## src/rtl/apb_uart_fifo_bridge_pkg.sv

```systemverilog
// Shared definitions for the APB UART FIFO bridge: register offsets, bit indices, TX FSM states.
package apb_uart_pkg;

    localparam logic [1:0] OFF_DATA   = 2'd0;
    localparam logic [1:0] OFF_STATUS = 2'd1;
    localparam logic [1:0] OFF_CTRL   = 2'd2;
    localparam logic [1:0] OFF_IRQEN  = 2'd3;

    localparam int ST_TXFULL    = 0;
    localparam int ST_TXEMPTY   = 1;
    localparam int ST_RXFULL    = 2;
    localparam int ST_RXEMPTY   = 3;
    localparam int ST_TXBUSY    = 4;
    localparam int ST_RXOVR     = 5;
    localparam int ST_FERR      = 6;
    localparam int ST_TXCNT_LSB = 8;
    localparam int ST_RXCNT_LSB = 16;

    localparam int CTRL_TXEN    = 0;
    localparam int CTRL_RXEN    = 1;
    localparam int CTRL_TXFLUSH = 2;
    localparam int CTRL_RXFLUSH = 3;

    localparam int IRQ_RXNE = 0;
    localparam int IRQ_TXE  = 1;
    localparam int IRQ_ERR  = 2;

    typedef enum logic [1:0] {
        T_IDLE = 2'd0,
        T_LOAD = 2'd1,
        T_WAIT = 2'd2
    } tx_state_e;

endpackage

```

## src/rtl/apb_uart_fifo_bridge_sync_fifo.sv

```systemverilog
// Synchronous FIFO with simultaneous push/pop at any fill level and a flush that overrides both.
module sync_fifo #(
    parameter int WIDTH = 8,
    parameter int DEPTH = 16
) (
    input  logic                     clk,
    input  logic                     rst_n,
    input  logic                     push,
    input  logic                     pop,
    input  logic                     flush,
    input  logic [WIDTH-1:0]         wdata,
    output logic [WIDTH-1:0]         rdata,
    output logic                     full,
    output logic                     empty,
    output logic [$clog2(DEPTH):0]   count
);

    localparam int AW = $clog2(DEPTH);
    localparam logic [AW-1:0] PTR_ONE = 1;
    localparam logic [AW:0]   CNT_ONE = 1;

    logic [WIDTH-1:0] mem_q [DEPTH];
    logic [AW-1:0]    wr_ptr_q, wr_ptr_d, rd_ptr_q, rd_ptr_d;
    logic [AW:0]      count_q, count_d;
    logic             do_push, do_pop;

    // A push into a full FIFO is accepted only when a pop frees the head slot in the same cycle.
    always_comb begin
        full     = (count_q == (AW+1)'(DEPTH));
        empty    = (count_q == '0);
        do_pop   = pop & ~empty;
        do_push  = push & (~full | do_pop);
        wr_ptr_d = wr_ptr_q;
        rd_ptr_d = rd_ptr_q;
        count_d  = count_q;
        if (flush) begin
            wr_ptr_d = '0;
            rd_ptr_d = '0;
            count_d  = '0;
        end else begin
            if (do_push) wr_ptr_d = wr_ptr_q + PTR_ONE;
            if (do_pop)  rd_ptr_d = rd_ptr_q + PTR_ONE;
            case ({do_push, do_pop})
                2'b10:   count_d = count_q + CNT_ONE;
                2'b01:   count_d = count_q - CNT_ONE;
                default: count_d = count_q;
            endcase
        end
        rdata = mem_q[rd_ptr_q];
        count = count_q;
    end

    always_ff @(posedge clk or negedge rst_n) begin
        if (!rst_n) begin
            wr_ptr_q <= '0;
            rd_ptr_q <= '0;
            count_q  <= '0;
        end else begin
            wr_ptr_q <= wr_ptr_d;
            rd_ptr_q <= rd_ptr_d;
            count_q  <= count_d;
        end
    end

    always_ff @(posedge clk) begin
        if (do_push && !flush) mem_q[wr_ptr_q] <= wdata;
    end

endmodule

```

## src/rtl/apb_uart_fifo_bridge.sv

```systemverilog
// APB3 zero-wait slave bridging to UART TX/RX byte engines through TX and RX FIFOs.
// Optional IRQEN register and irq output are built when APB_UART_IRQ_EN is defined.
module apb_uart_fifo_bridge
    import apb_uart_pkg::*;
#(
    parameter int TX_DEPTH = 16,
    parameter int RX_DEPTH = 16,
    parameter int ADDR_W   = 4
) (
    input  logic              clk,
    input  logic              rst_n,
    input  logic              psel,
    input  logic              penable,
    input  logic              pwrite,
    input  logic [ADDR_W-1:0] paddr,
    input  logic [31:0]       pwdata,
    output logic [31:0]       prdata,
    output logic              pready,
    output logic              pslverr,
    output logic              tx_start,
    output logic [7:0]        tx_data,
    input  logic              tx_done,
    input  logic [7:0]        rx_data,
    input  logic              rx_done,
    input  logic              rx_err,
    output logic              tx_en,
    output logic              rx_en
`ifdef APB_UART_IRQ_EN
    ,
    output logic              irq
`endif
);

    localparam int TCW = $clog2(TX_DEPTH) + 1;
    localparam int RCW = $clog2(RX_DEPTH) + 1;

    logic           access;
    logic [1:0]     off;
    logic           tx_push, tx_pop, tx_flush, tx_full, tx_empty;
    logic           rx_push, rx_pop, rx_flush, rx_full, rx_empty;
    logic [7:0]     tx_rdata, rx_rdata;
    logic [TCW-1:0] tx_count;
    logic [RCW-1:0] rx_count;
    logic [31:0]    status;
    logic           w1c_ovr, w1c_ferr;
    logic           txen_q, txen_d, rxen_q, rxen_d;
    logic           rxovr_q, rxovr_d, ferr_q, ferr_d;
    tx_state_e      state_q;
    logic           tx_start_q;
    logic [7:0]     tx_data_q;
    logic           unused_bits;
`ifdef APB_UART_IRQ_EN
    logic [2:0]     irqen_q, irqen_d;
    logic           irq_q, irq_d;
`endif

    assign unused_bits = ^{paddr[1:0], pwdata[31:8]};

    sync_fifo #(.WIDTH(8), .DEPTH(TX_DEPTH)) u_tx_fifo (
        .clk(clk), .rst_n(rst_n), .push(tx_push), .pop(tx_pop), .flush(tx_flush),
        .wdata(pwdata[7:0]), .rdata(tx_rdata), .full(tx_full), .empty(tx_empty), .count(tx_count)
    );

    sync_fifo #(.WIDTH(8), .DEPTH(RX_DEPTH)) u_rx_fifo (
        .clk(clk), .rst_n(rst_n), .push(rx_push), .pop(rx_pop), .flush(rx_flush),
        .wdata(rx_data), .rdata(rx_rdata), .full(rx_full), .empty(rx_empty), .count(rx_count)
    );

    always_comb begin
        access  = psel & penable;
        off     = paddr[3:2];
        pready  = access;
        status  = '0;
        status[ST_TXFULL]  = tx_full;
        status[ST_TXEMPTY] = tx_empty;
        status[ST_RXFULL]  = rx_full;
        status[ST_RXEMPTY] = rx_empty;
        status[ST_TXBUSY]  = (state_q != T_IDLE);
        status[ST_RXOVR]   = rxovr_q;
        status[ST_FERR]    = ferr_q;
        status[ST_TXCNT_LSB +: 8] = 8'(tx_count);
        status[ST_RXCNT_LSB +: 8] = 8'(rx_count);
        prdata   = '0;
        pslverr  = 1'b0;
        tx_push  = 1'b0;
        rx_pop   = 1'b0;
        tx_flush = 1'b0;
        rx_flush = 1'b0;
        w1c_ovr  = 1'b0;
        w1c_ferr = 1'b0;
        txen_d   = txen_q;
        rxen_d   = rxen_q;
`ifdef APB_UART_IRQ_EN
        irqen_d  = irqen_q;
`endif
        // Error responses leave every piece of state untouched.
        if (access) begin
            case (off)
                OFF_DATA: begin
                    if (pwrite) begin
                        if (tx_full) pslverr = 1'b1;
                        else         tx_push = 1'b1;
                    end else begin
                        if (rx_empty) begin
                            pslverr = 1'b1;
                        end else begin
                            rx_pop = 1'b1;
                            prdata = {24'h0, rx_rdata};
                        end
                    end
                end
                OFF_STATUS: begin
                    if (pwrite) begin
                        w1c_ovr  = pwdata[ST_RXOVR];
                        w1c_ferr = pwdata[ST_FERR];
                    end else begin
                        prdata = status;
                    end
                end
                OFF_CTRL: begin
                    if (pwrite) begin
                        txen_d   = pwdata[CTRL_TXEN];
                        rxen_d   = pwdata[CTRL_RXEN];
                        tx_flush = pwdata[CTRL_TXFLUSH];
                        rx_flush = pwdata[CTRL_RXFLUSH];
                    end else begin
                        prdata = {30'h0, rxen_q, txen_q};
                    end
                end
                default: begin
`ifdef APB_UART_IRQ_EN
                    if (pwrite) irqen_d = pwdata[2:0];
                    else        prdata  = {29'h0, irqen_q};
`else
                    pslverr = 1'b1;
`endif
                end
            endcase
        end
        tx_pop  = (state_q == T_LOAD) & ~tx_empty;
        rx_push = rx_done & rxen_q;
        rxovr_d = (rxovr_q & ~w1c_ovr) | (rx_push & rx_full & ~rx_pop & ~rx_flush);
        ferr_d  = (ferr_q & ~w1c_ferr) | rx_err;
`ifdef APB_UART_IRQ_EN
        irq_d   = |(irqen_q & {rxovr_q | ferr_q, tx_empty, ~rx_empty});
`endif
    end

    always_ff @(posedge clk or negedge rst_n) begin
        if (!rst_n) begin
            txen_q  <= 1'b0;
            rxen_q  <= 1'b0;
            rxovr_q <= 1'b0;
            ferr_q  <= 1'b0;
`ifdef APB_UART_IRQ_EN
            irqen_q <= '0;
            irq_q   <= 1'b0;
`endif
        end else begin
            txen_q  <= txen_d;
            rxen_q  <= rxen_d;
            rxovr_q <= rxovr_d;
            ferr_q  <= ferr_d;
`ifdef APB_UART_IRQ_EN
            irqen_q <= irqen_d;
            irq_q   <= irq_d;
`endif
        end
    end

    // T_LOAD re-checks emptiness because a flush may have landed after the IDLE decision.
    always_ff @(posedge clk or negedge rst_n) begin
        if (!rst_n) begin
            state_q    <= T_IDLE;
            tx_start_q <= 1'b0;
            tx_data_q  <= '0;
        end else begin
            tx_start_q <= 1'b0;
            case (state_q)
                T_IDLE: if (txen_q && !tx_empty) state_q <= T_LOAD;
                T_LOAD: begin
                    if (!tx_empty) begin
                        tx_data_q  <= tx_rdata;
                        tx_start_q <= 1'b1;
                        state_q    <= T_WAIT;
                    end else begin
                        state_q    <= T_IDLE;
                    end
                end
                T_WAIT: if (tx_done) state_q <= T_IDLE;
                default: state_q <= T_IDLE;
            endcase
        end
    end

    assign tx_start = tx_start_q;
    assign tx_data  = tx_data_q;
    assign tx_en    = txen_q;
    assign rx_en    = rxen_q;
`ifdef APB_UART_IRQ_EN
    assign irq      = irq_q;
`endif

endmodule
```

## config.mk

```make
export PLATFORM = sky130hd
export DESIGN_NAME = apb_uart_fifo_bridge
export DESIGN_NICKNAME = d
export VERILOG_FILES = /design/src/rtl/apb_uart_fifo_bridge_pkg.sv /design/src/rtl/apb_uart_fifo_bridge_sync_fifo.sv /design/src/rtl/apb_uart_fifo_bridge.sv
export SDC_FILE = /design/constraint.sdc
export NUM_CORES = 1
export LEC_CHECK = 0
export ABC_AREA = 0
export BUFFER_PORTS_ARGS = -buffer_cell sky130_fd_sc_hd__clkbuf_2
export CAP_MARGIN = 10
export CORE_MARGIN = 3
export CORE_UTILIZATION = 30
export CTS_CLUSTER_DIAMETER = 80
export DETAILED_ROUTE_END_ITERATION = 8
export SKIP_CTS_REPAIR_TIMING = 1
export SLEW_MARGIN = 20
export SYNTH_ARGS = -nofsm -noshare
export SYNTH_HDL_FRONTEND = slang
export SYNTH_SLANG_ARGS = --single-unit
```

## constraint.sdc

```tcl
create_clock -name clk -period 7.6 [get_ports clk]
set_input_delay 0 -clock clk [delete_from_list [all_inputs] [get_ports clk]]
set_output_delay 0 -clock clk [all_outputs]
set_load 0.1 [all_outputs]
```

## Yosys cells after proc, flatten, opt, wreduce, memory -nomap -nowiden

Memories as Yosys holds them, arrays and structs flattened. A register that Yosys moved wholly into a read port is not among the register bits.
Index checks and enable logic that the tools add are counted.
W data, S select, Z words.

- Bits in registers: 33
- Bits in writable memories: 256
- Bits of input ports: 52
- Output and inout bits: 45
- Logic and storage cells: 133
- Memories kept: 2

- Add/subtract/negate cells: 8
- Eq/ne operators: 12
- Mux-type cells: 53
- Bitwise operators: 24
- Reductions and logical operators: 22

Memories:

| memory | words | bits a word | rd ports | clocked after Yosys merged registers in | write ports | RTL line | text |
|---|---|---|---|---|---|---|---|
| u_rx_fifo.mem_q | 16 | 8 | 1 | 0 | 1 | apb_uart_fifo_bridge_sync_fifo.sv:22 | `logic [WIDTH-1:0] mem_q [DEPTH];` |
| u_tx_fifo.mem_q | 16 | 8 | 1 | 1 | 1 | apb_uart_fifo_bridge_sync_fifo.sv:22 |  |

Operators with widths:

| cell | count |
|---|---|
| $pmux W21 S3 | 1 |
| $mux W32 | 1 |
| $mux W4 | 8 |
| $mux W1 | 30 |
| $mux W21 | 1 |
| $pmux W5 S2 | 2 |
| $add A4 B1 Y4 const B | 4 |
| $mux W8 | 2 |
| $and A1 B1 Y1 | 12 |
| $add A5 B1 Y5 const B | 2 |
| $eq A5 B5 Y1 const B | 2 |
| $logic_not A5 Y1 | 2 |
| $mux W5 | 2 |
| $reduce_bool A2 Y1 | 5 |
| $sub A5 B1 Y5 const B | 2 |
| $eq A2 B1 Y1 const B | 4 |
| $eq A2 B2 Y1 const B | 4 |
| $mux W2 | 4 |
| $not A1 Y1 | 8 |
| $pmux W2 S3 | 1 |
| $reduce_bool A3 Y1 | 2 |
| $logic_not A1 Y1 | 4 |
| $logic_not A2 Y1 | 2 |
| $ne A2 B2 Y1 const B | 2 |
| other kinds (6) | 12 |

## Depth between registers and ports, before layout

Gate-level depths: netlist (run 1).

- Depth after elaboration: 11
- Mapped depth: 12
- Gate-level depth less buffers: 11

## Modules after synthesis

A second synthesis (run 1) with hierarchy kept.

- Cell total of the unflattened synthesis: 756
- Area total of the unflattened synthesis: 12703.4 um2

By module, submodules not included:

| module | times used | cells each | area each (um2) | seq. area each (um2) |
|---|---|---|---|---|
| sync_fifo | 2 | 326 | 5839.4 | 4169.0 |
| apb_uart_fifo_bridge | 1 | 104 | 1024.7 | 375.4 |

## Worst setup path before layout (run 1)

No wires, ideal clock.

- Path kind: register to output
- Start point: reg u_rx_fifo.rd_ptr_q[2]
- End point: out prdata[4]
- Arrival: 3.449 ns
- Required time: 7.600 ns
- Path slack: 4.151 ns
- Stages on the path, launching flop included: 8
- Path through: dfrtp_1 > clkbuf_1 > clkbuf_1 > mux4_2 > mux2i_1 > nor2_1 > a21oi_1 > o21ai_0

- Cells in the longest elaborated chain, start to end: 5

Ends and longest elaborated chain:

| element | RTL line | text |
|---|---|---|
| start, declared | apb_uart_fifo_bridge_sync_fifo.sv:23 | `logic [AW-1:0] wr_ptr_q, wr_ptr_d, rd_ptr_q, rd_ptr_d;` |
| start signal, assigned | apb_uart_fifo_bridge_sync_fifo.sv:60 | `rd_ptr_q <= rd_ptr_d;` |
| $mem_v2 Z16 W8 | - |  |
| $mux W8 | apb_uart_fifo_bridge.sv:104 | `if (rx_empty) begin` |
| $mux W8 | apb_uart_fifo_bridge.sv:100 | `if (pwrite) begin` |
| $pmux W21 S3 | apb_uart_fifo_bridge.sv:98 | `case (off)` |
| $mux W32 | apb_uart_fifo_bridge.sv:97 | `if (access) begin` |
| end, declared | apb_uart_fifo_bridge.sv:17 | `output logic [31:0] prdata,` |

Every way passes these cells.

## Final worst setup path (run 1)

- Start point: reg u_rx_fifo.rd_ptr_q[0]
- End point: out prdata[4]

Same word-level chain as after synthesis.

==> impl_metrics.json, run 1 <==
{
  "avgViaCountPerCell": 4.90,
  "clkPwrFrac_pct": 30.7,
  "die_h_um": 211,
  "nNetsFinal": 907,
  "hold_ws_ns": -0.0169,
  "drive_gt1_share_pct": 25.0,
  "drc_errors": 0,
  "drt-total-wl_um": 27400,
  "wl_met3_um": 1470,
  "combPwrFrac_pct": 27.7,
  "worst_slack_ns": 4.34,
  "area_delta_synth_final_pct": 16.9,
  "synth_top_cell_by_area": "edfxtp_1",
  "ys_types": 60,
  "yosysMostFrequentCell": "edfxtp_1",
  "yosys-top-cells-area": "edfxtp_1 (61%), mux4_2 (12%), dfrtp_1 (8.1%)",
  "slowest_stage": "mux4_2",
  "fin_skew_ns": 0.0126,
  "hold_viol_final": 16,
  "die_area_um2": 44600,
  "fin_cells": 1394,
  "worstRegToRegCells": 9,
  "seq_area_um2": 8720,
  "wl_met1_um": 12000,
  "start_util_pct": 30.6,
  "syn-cell-area_um2": 12600,
  "routed-wl-met2_um": 13200,
  "antenna_found_initial": 2,
  "fill_cells": 3825,
  "first_pass_iters": 5,
  "r2r_slack_ns": 4.52,
  "violations": "negative hold slack",
  "worst_pin_slew_ns": 1.00,
  "path_max_fanout": 34,
  "critPathBufInv": 2,
  "synth_common_cells": "edfxtp_1 (256), mux4_2 (65), nor2_1 (63)",
  "fin_tns_setup_ns": 0,
  "grt_pass1_vias": 6777,
  "placementRows": 74,
  "syn_inst": 751,
  "io_buffers": 56,
  "num_vias": 6832,
  "clock.fmax_mhz": 307,
  "run_status": "complete, but fails checks",
  "required_ns": 7.60,
  "syn_avg_cell_area_um2": 16.8,
  "worstSetupEndpointType": "output port",
  "path_clk_slew_ns": 0.06,
  "place_ws_ns": 4.50,
  "critPathLaunchType": "flip-flop",
  "place_inst": 1318,
  "p_int_mw": 3.37,
  "yosys_warnings": 0,
  "clkLatencyLatePin_ns": 0.55,
  "place.gp.congestion": 0.849,
  "slew_viol_final": 0,
  "synth_xor_area_share_pct": 1.32,
  "grt.total_usage_pct": 12.1,
  "cts_made_buffers": 30,
  "hold_end": "u_tx_fifo.mem_q[9][3]",
  "synth-simple-area-share_pct": 6.77,
  "fin_crit_ns": 3.26,
  "max-vdd-ir-drop_mv": 0.216,
  "design_area_um2": 14800,
  "grt_pass1_wl_um": 41800,
  "max-slew-margin-rel_pct": 33.2,
  "worstPathCellList": "buf_4, mux4_2, mux2i_1, nor2_1, a21oi_1, o21ai_0, clkbuf_2",
  "root_buffer": "clkbuf_16",
  "grt_overflow": 0,
  "clock_sinks": 297,
  "synth_top_area_share_pct": 60.9,
  "die_x_um": 211,
  "synth_top_family_by_area": "multiplexers",
  "drt_iter0_markers": 571,
  "p_per_area_nw_per_um2": 338,
  "worstReg2RegEnd": "u_rx_fifo.count[4]",
  "cap_viol_max_count": 0,
  "hp-class": "input port to flip-flop",
  "finalPower_mw": 4.99,
  "crit_type": "flip-flop to output port",
  "min-delay-start": "pwdata[3]",
  "final-setup-viol-count": 0,
  "synth_edf_count": 256,
  "crit_family": "buffers and inverters",
  "worst_path_largest_cell_delay_ns": 0.59,
  "cts_buffer_depth": 3,
  "rsz0062_at_grt": "no",
  "synthMuxAreaShare_pct": 14.2,
  "synthAdderAreaFrac_pct": 1.78,
  "hpwlAfterDp_um": 17700,
  "cts_tree": "done",
  "dpl_cell_area_um2": 13500,
  "htreeDepth": 1,
  "ios": 97,
  "leakage_nw": 5.06,
  "ys_async_sr_fraction_pct": 13.8,
  "final_antenna_net_count": 0,
  "routed.top_layer": "met5",
  "power_frac_seq_pct": 41.7,
  "r2r_start": "u_rx_fifo.count[1]",
  "crit_arrival_ns": 3.26,
  "p_sw_mw": 1.62,
  "wire_per_inst_um": 19.6,
  "synth-seq-cells": 297,
  "multi_input_area_um2": 3620,
  "finalCritPeriodShare_pct": 42.8,
  "hold_depth": 1,
  "synth-compound-area-share_pct": 3.90,
  "yosysSeqAreaShare_pct": 69.0,
  "swShare_pct": 32.5,
  "core_area_um2": 41200,
  "grt_max_degree": 42,
  "ys.flop_type": "edfxtp_1"
}
cell families (layout without fill, tap and decap cells):
kind of cell,Yosys count,after routing
adders and majority gates,18,18
DFF,297,297
AOI/OAI and AO/OA,72,72
buffers and inverters,78,175
and+or+nand+nor,169,169
muxes,97,97
xor gates and xnor gates,19,19
other,1,15
placed cells by master (no fill, tap or decap), types with 5 or more instances in the layout:
| cell | n |
|---|---|
| dlygate4sd3_1 | 19 |
| nand3_1 | 12 |
| xor2_1 | 10 |
| mux2i_1 | 25 |
| clkinv_2 | 6 |
| nand4_1 | 9 |
| o21ai_0 | 7 |
| ha_1 | 18 |
| clkbuf_1 | 6 |
| mux4_2 | 65 |
| mux2_2 | 6 |
| dfrtp_1 | 39 |
| clkbuf_16 | 31 |
| and3_1 | 8 |
| clkbuf_2 | 56 |
| nor2_1 | 63 |
| nor4_2 | 5 |
| a21oi_1 | 20 |
| inv_1 | 19 |
| nor3_1 | 19 |
| edfxtp_1 | 256 |
| a221oi_1 | 8 |
| buf_4 | 24 |
| and2_1 | 8 |
| a31oi_1 | 5 |
| nand2_1 | 20 |
| xnor2_1 | 9 |
| conb_1 | 14 |
power groups by stage:
stage / clock (mW) / sequential [mW] / combinational (mW)
floorplan: 0 / 2.18 / 1.00
global placement: 0 / 2.11 / 1.37
detailed placement: 0 / 2.11 / 1.38
CTS: 1.56 / 2.08 / 1.39
global route: 1.63 / 2.10 / 1.50
finish: 1.53 / 2.08 / 1.38
worst max path at each step:
stage          depth (start not counted)  slack [ns]                  start                     end
2_1_floorplan                          7        4.15  u_rx_fifo.rd_ptr_q[2]               prdata[4]
5_1_grt                                7        4.13  u_rx_fifo.rd_ptr_q[0]               prdata[4]
3_5_place_dp                           7        4.50               paddr[2]  u_tx_fifo.mem_q[13][4]
4_1_cts                                7        4.27  u_rx_fifo.rd_ptr_q[0]               prdata[4]
6_report                               7        4.34  u_rx_fifo.rd_ptr_q[0]               prdata[4]
3_3_place_gp                           9        4.56     u_rx_fifo.count[1]      u_rx_fifo.count[4]
layer usage:
metal  track usage, %  up-vias
met1             16.4     3519
li1                 -     3105
met5                0        -
met2             19.5      157
met3             3.16       49
met4             3.33        2
area by class of cell:
cell class	count	area share (%)
clock inverter	15	1.24
inverter	20	0.508
timing repair buffer	99	4.41
multi-input combinational	389	24.5
clock buffer	41	5.78
antenna	1	0.0169
tap	532	4.51
sequential	297	59.0
metrics by stage:
stage / utilization, % / hold WS [ns]
6_report: 35.8 / -0.0169
5_1_grt: 35.8 / 0.00463
4_1_cts: 35.4 / -0.474
3_5_place_dp: 32.9 / 0.116
3_3_place_gp: 32.9 / 0.118
2_1_floorplan: - / -0.296
flip-flops by register name, indices dropped and copies added, names as in the netlist, 2 cells and up:
register	count
u_rx_fifo.mem_q	128
u_tx_fifo.mem_q	128
tx_data	8
u_rx_fifo.count	5
u_tx_fifo.count	5
u_rx_fifo.rd_ptr_q	4
u_rx_fifo.wr_ptr_q	4
u_tx_fifo.rd_ptr_q	4
u_tx_fifo.wr_ptr_q	4
state_q	2
No activity file was read; power rests on OpenSTA's default activity.
==> run 2, diff against run 1 <==
==> constraint.sdc (replaced) <==
create_clock -name clk -period 3.2 [get_ports clk]
set_input_delay 0 -clock clk [delete_from_list [all_inputs] [get_ports clk]]
set_output_delay 0 -clock clk [all_outputs]
set_load 0.1 [all_outputs]
==> impl_metrics.json, run 2 (synthesized netlist as in run 1, its figures left out) <==
{
  "grt_pass1_vias": 6967,
  "grt.total_usage_pct": 12.6,
  "critPathBufInv": 0,
  "clock.fmax_mhz": 334,
  "first_pass_iters": 5,
  "drc_errors": 0,
  "cp_common_cell": "or4_1",
  "drt_iter0_markers": 613,
  "design_area_um2": 14900,
  "cts_buffer_depth": 3,
  "nNetsFinal": 929,
  "final_antenna_net_count": 0,
  "worst_path_largest_cell_delay_ns": 0.59,
  "p_per_area_nw_per_um2": 793,
  "die_x_um": 211,
  "crit_family": "simple AND/OR/NAND/NOR gates",
  "fin_util_pct": 36.1,
  "grt_overflow": 0,
  "grtUsageMet1_pct": 17.3,
  "hold_viol_final": 3,
  "start_util_pct": 30.6,
  "worst_pin_slew_ns": 0.877,
  "avgViaCountPerCell": 4.89,
  "final_common_cell": "edfxtp_1",
  "root_buffer": "clkbuf_16",
  "clkLatencyLatePin_ns": 0.56,
  "max-slew-margin-rel_pct": 41.5,
  "die_area_um2": 44600,
  "cts_tree": "done",
  "leakage_nw": 5.14,
  "gr-usage-met3_pct": 2.82,
  "cts_made_buffers": 30,
  "antenna_cells": 0,
  "run_status": "complete, but fails checks",
  "worstPathCellList": "or4_1, o211ai_1, xnor2_1, ha_1, or2_1, o21a_1, or3_1, or4_1, a31oi_1",
  "finalCritPeriodShare_pct": 93.5,
  "io_buffers": 56,
  "placementRows": 74,
  "dpl_cell_area_um2": 13700,
  "area_delta_synth_final_pct": 17.9,
  "rsz0062_at_grt": "no",
  "violations": "negative hold slack",
  "grt_max_degree": 36,
  "antenna_found_initial": 1,
  "place.gp.congestion": 0.822,
  "cap_viol_max_count": 0,
  "slowest_stage": "or4_1",
  "path_max_fanout": 3,
  "slew_viol_final": 0,
  "clock_sinks": 297,
  "layout_common_cells": "edfxtp_1 (256), mux4_2 (65), nor2_1 (63)",
  "required_ns": 3.67,
  "hold_ws_ns": -0.00154,
  "critPathLaunchType": "flip-flop",
  "num_vias": 6921,
  "worstSetupEndpointType": "flip-flop",
  "fin_crit_ns": 2.99,
  "max-vdd-ir-drop_mv": 0.570,
  "crit_arrival_ns": 3.46,
  "fin_tns_setup_ns": 0,
  "htreeDepth": 1,
  "met2_usage_pct": 20.8,
  "hp-class": "input port to flip-flop",
  "fin_skew_ns": 0.0116,
  "grt_pass1_wl_um": 42900,
  "path_clk_slew_ns": 0.06,
  "finalPower_mw": 11.8,
  "drive_gt1_share_pct": 26.2,
  "hpwlAfterDp_um": 18600,
  "wire_per_inst_um": 20.1,
  "die_h_um": 211,
  "ios": 97,
  "core_area_um2": 41200,
  "crit_type": "flip-flop to flip-flop",
  "grt_busiest_layer": "met2",
  "final-setup-viol-count": 0,
  "drt-total-wl_um": 28400
}
==> run 2: path summary, 6_finish.rpt <==
path	slack (ns)	start	end	cells past startpoint
worst max-delay path	0.21	u_rx_fifo.count[1]	u_rx_fifo.count[4]	9
worst min-delay path	-0.002	pwdata[5]	u_tx_fifo.mem_q[9][5]	1
worst max register to register	0.21	u_rx_fifo.count[1]	u_rx_fifo.count[4]	9
worst min register to register	0.53	state_q[0]	state_q[0]	1
max in group asynchronous	2.42	rst_n	u_rx_fifo.wr_ptr_q[1]	3
min in group asynchronous	0.03	rst_n	tx_data[4]	2
==> run 2: metrics by stage <==
stage               worst slack (ns)  instances
finish                         0.209       1415
floorplan                      0.170        764
global route                  0.0619       1415
CTS                            0.178       1395
global placement               0.253       1339
detailed placement             0.231       1339
==> run 2: report_power, final <==
| group | switching (mW) | internal [mW] | total (mW) |
|---|---|---|---|
| sequential | 0.382 | 4.50 | 4.89 |
| clock | 1.45 | 2.02 | 3.47 |
| combinational | 2.05 | 1.39 | 3.44 |
| total | 3.88 | 7.91 | 11.8 |
==> run 2: final cells by class <==
| cell class | count | area (µm²) |
|---|---|---|
| clock buffer | 40 | 850 |
| clock inverter | 16 | 135 |
| fill | 3860 | 26300 |
| inverter | 20 | 75.1 |
| multi-input combinational | 389 | 3610 |
| sequential | 297 | 8720 |
| tap | 532 | 666 |
| timing repair buffer | 121 | 831 |
==> run 2: metal layers <==
metal	wire (µm)	up-vias
li1	-	3140
met1	12600	3584
met2	13900	161
met3	1520	34
met4	363	2
met5	13	-
==> run 3, diff against run 2 <==
--- a/config.mk
+++ b/config.mk
@@ -13,7 +13,6 @@
 export CTS_CLUSTER_DIAMETER = 80
 export DETAILED_ROUTE_END_ITERATION = 8
 export SKIP_CTS_REPAIR_TIMING = 1
-export SLEW_MARGIN = 20
 export SYNTH_ARGS = -nofsm -noshare
 export SYNTH_HDL_FRONTEND = slang
 export SYNTH_SLANG_ARGS = --single-unit
==> constraint.sdc (replaced) <==
create_clock -name clk -period 3.1 [get_ports clk]
set_input_delay 0 -clock clk [delete_from_list [all_inputs] [get_ports clk]]
set_output_delay 0 -clock clk [all_outputs]
set_load 0.1 [all_outputs]
==> impl_metrics.json, run 3 (synthesized netlist as in run 1, its figures left out) <==
{
  "run_status": "finished clean",
  "avgViaCountPerCell": 4.85,
  "nNetsFinal": 928,
  "path_max_fanout": 3,
  "required_ns": 3.56,
  "hp-class": "input port to flip-flop",
  "fin_skew_ns": 0.00851,
  "combPwrFrac_pct": 30.0,
  "antenna_found_initial": 2,
  "gr-usage-met3_pct": 2.94,
  "fin_tns_setup_ns": 0,
  "worstSetupEndpointType": "flip-flop",
  "grtUsageMet1_pct": 17.1,
  "met2_usage_pct": 20.2,
  "root_buffer": "clkbuf_16",
  "rsz0062_at_grt": "no",
  "finalCritPeriodShare_pct": 95.5,
  "final_antenna_net_count": 0,
  "p_sw_mw": 3.95,
  "ios": 97,
  "start_util_pct": 30.6,
  "grt.total_usage_pct": 12.3,
  "die_area_um2": 44600,
  "wire_per_inst_um": 19.8,
  "grt_pass1_wl_um": 41800,
  "final-setup-viol-count": 0,
  "drive_gt1_share_pct": 26.0,
  "clkPwrFrac_pct": 27.8,
  "htreeDepth": 1,
  "path_clk_slew_ns": 0.06,
  "first_pass_iters": 5,
  "crit_type": "flip-flop to flip-flop",
  "clock.fmax_mhz": 338,
  "grt_max_degree": 35,
  "slew_viol_final": 0,
  "grt_overflow": 0,
  "grt_pass1_vias": 6670,
  "drc_errors": 0,
  "die_h_um": 211,
  "core_area_um2": 41200,
  "leakage_nw": 5.12,
  "max-vdd-ir-drop_mv": 0.689,
  "place.gp.congestion": 0.798,
  "placementRows": 74,
  "critPathLaunchType": "flip-flop",
  "crit_arrival_ns": 3.42,
  "cts_buffer_depth": 3,
  "max-slew-margin-rel_pct": 38.2,
  "final_common_cell": "edfxtp_1",
  "drt_iter0_markers": 523,
  "power_frac_seq_pct": 42.2,
  "hold_viol_final": 0,
  "finalPower_mw": 12.0,
  "hpwlAfterDp_um": 18400,
  "drt-total-wl_um": 28000,
  "worst_pin_slew_ns": 0.928,
  "p_per_area_nw_per_um2": 807,
  "clock_sinks": 297,
  "swShare_pct": 33.1,
  "p_int_mw": 8.00,
  "layout_common_cells": "edfxtp_1 (256), mux4_2 (65), nor2_1 (63)",
  "num_vias": 6847,
  "grt_busiest_layer": "met2",
  "antenna_cells": 0,
  "cts_tree": "done",
  "io_buffers": 56,
  "clkLatencyLatePin_ns": 0.55,
  "area_delta_synth_final_pct": 17.4,
  "fin_crit_ns": 2.96,
  "cts_made_buffers": 29,
  "cap_viol_max_count": 0,
  "die_x_um": 211
}
-- run 3: path summary, 6_finish.rpt --
kind                       slack, ns          startpoint  cells after the start               endpoint
max                             0.14  u_rx_fifo.count[1]                      9     u_rx_fifo.count[4]
min                            0.009           pwdata[3]                      1  u_tx_fifo.mem_q[8][3]
max reg2reg                     0.14  u_rx_fifo.count[1]                      9     u_rx_fifo.count[4]
min reg2reg                     0.52          state_q[1]                      1             state_q[0]
max in group asynchronous       2.26               rst_n                      3     u_tx_fifo.count[3]
min in group asynchronous       0.13               rst_n                      2             tx_data[2]
-- run 3: per-stage QoR --
stage	worst slack, ns	hold WS, ns	utilization [%]	instances	instance area, µm²
after CTS	0.127	-0.399	35.5	1393	14600
after global placement	0.163	0.173	33.3	1340	13700
after detailed placement	0.168	0.183	33.3	1340	13700
final	0.139	0.00886	36.0	1412	14800
after floorplan	0.0702	-0.296	-	764	12700
after global routing	0.0346	0.0176	36.0	1412	14800
-- run 3: layout make-up --
| type | instances | area, µm² |
|---|---|---|
| tap | 532 | 666 |
| fill | 3892 | 26400 |
| timing repair buffer | 121 | 858 |
| sequential | 297 | 8720 |
| multi-input combinational | 389 | 3610 |
| clock inverter | 16 | 140 |
| clock buffer | 37 | 756 |
| inverter | 20 | 75.1 |
-- run 3: routing by layer --
layer / routed length [µm] / part of all wire, % / vias to the layer above
met1: 12300 / 44 / 3500
met3: 1700 / 6.1 / 39
met5: 26 / 0.093 / -
met2: 13500 / 48 / 168
li1: - / - / 3136
met4: 484 / 1.7 / 4
-- run 3: critical path, cell delays in order, from the launching register on --
cell      delay (ns)
dfrtp_1         0.37
or4_1           0.59
o211ai_1        0.32
xnor2_1         0.11
ha_1            0.22
or2_1           0.23
o21a_1          0.17
or3_1           0.31
or4_1           0.41
a31oi_1         0.16
-- run 3: power by group through the flow --
stage	logic [mW]	registers, mW	clock network, mW
2_1_floorplan	2.45	5.33	0
3_3_place_gp	3.57	5.12	0
3_5_place_dp	3.60	5.13	0
4_1_cts	3.61	5.05	3.42
5_1_grt	3.88	5.10	3.59
6_report	3.58	5.04	3.33
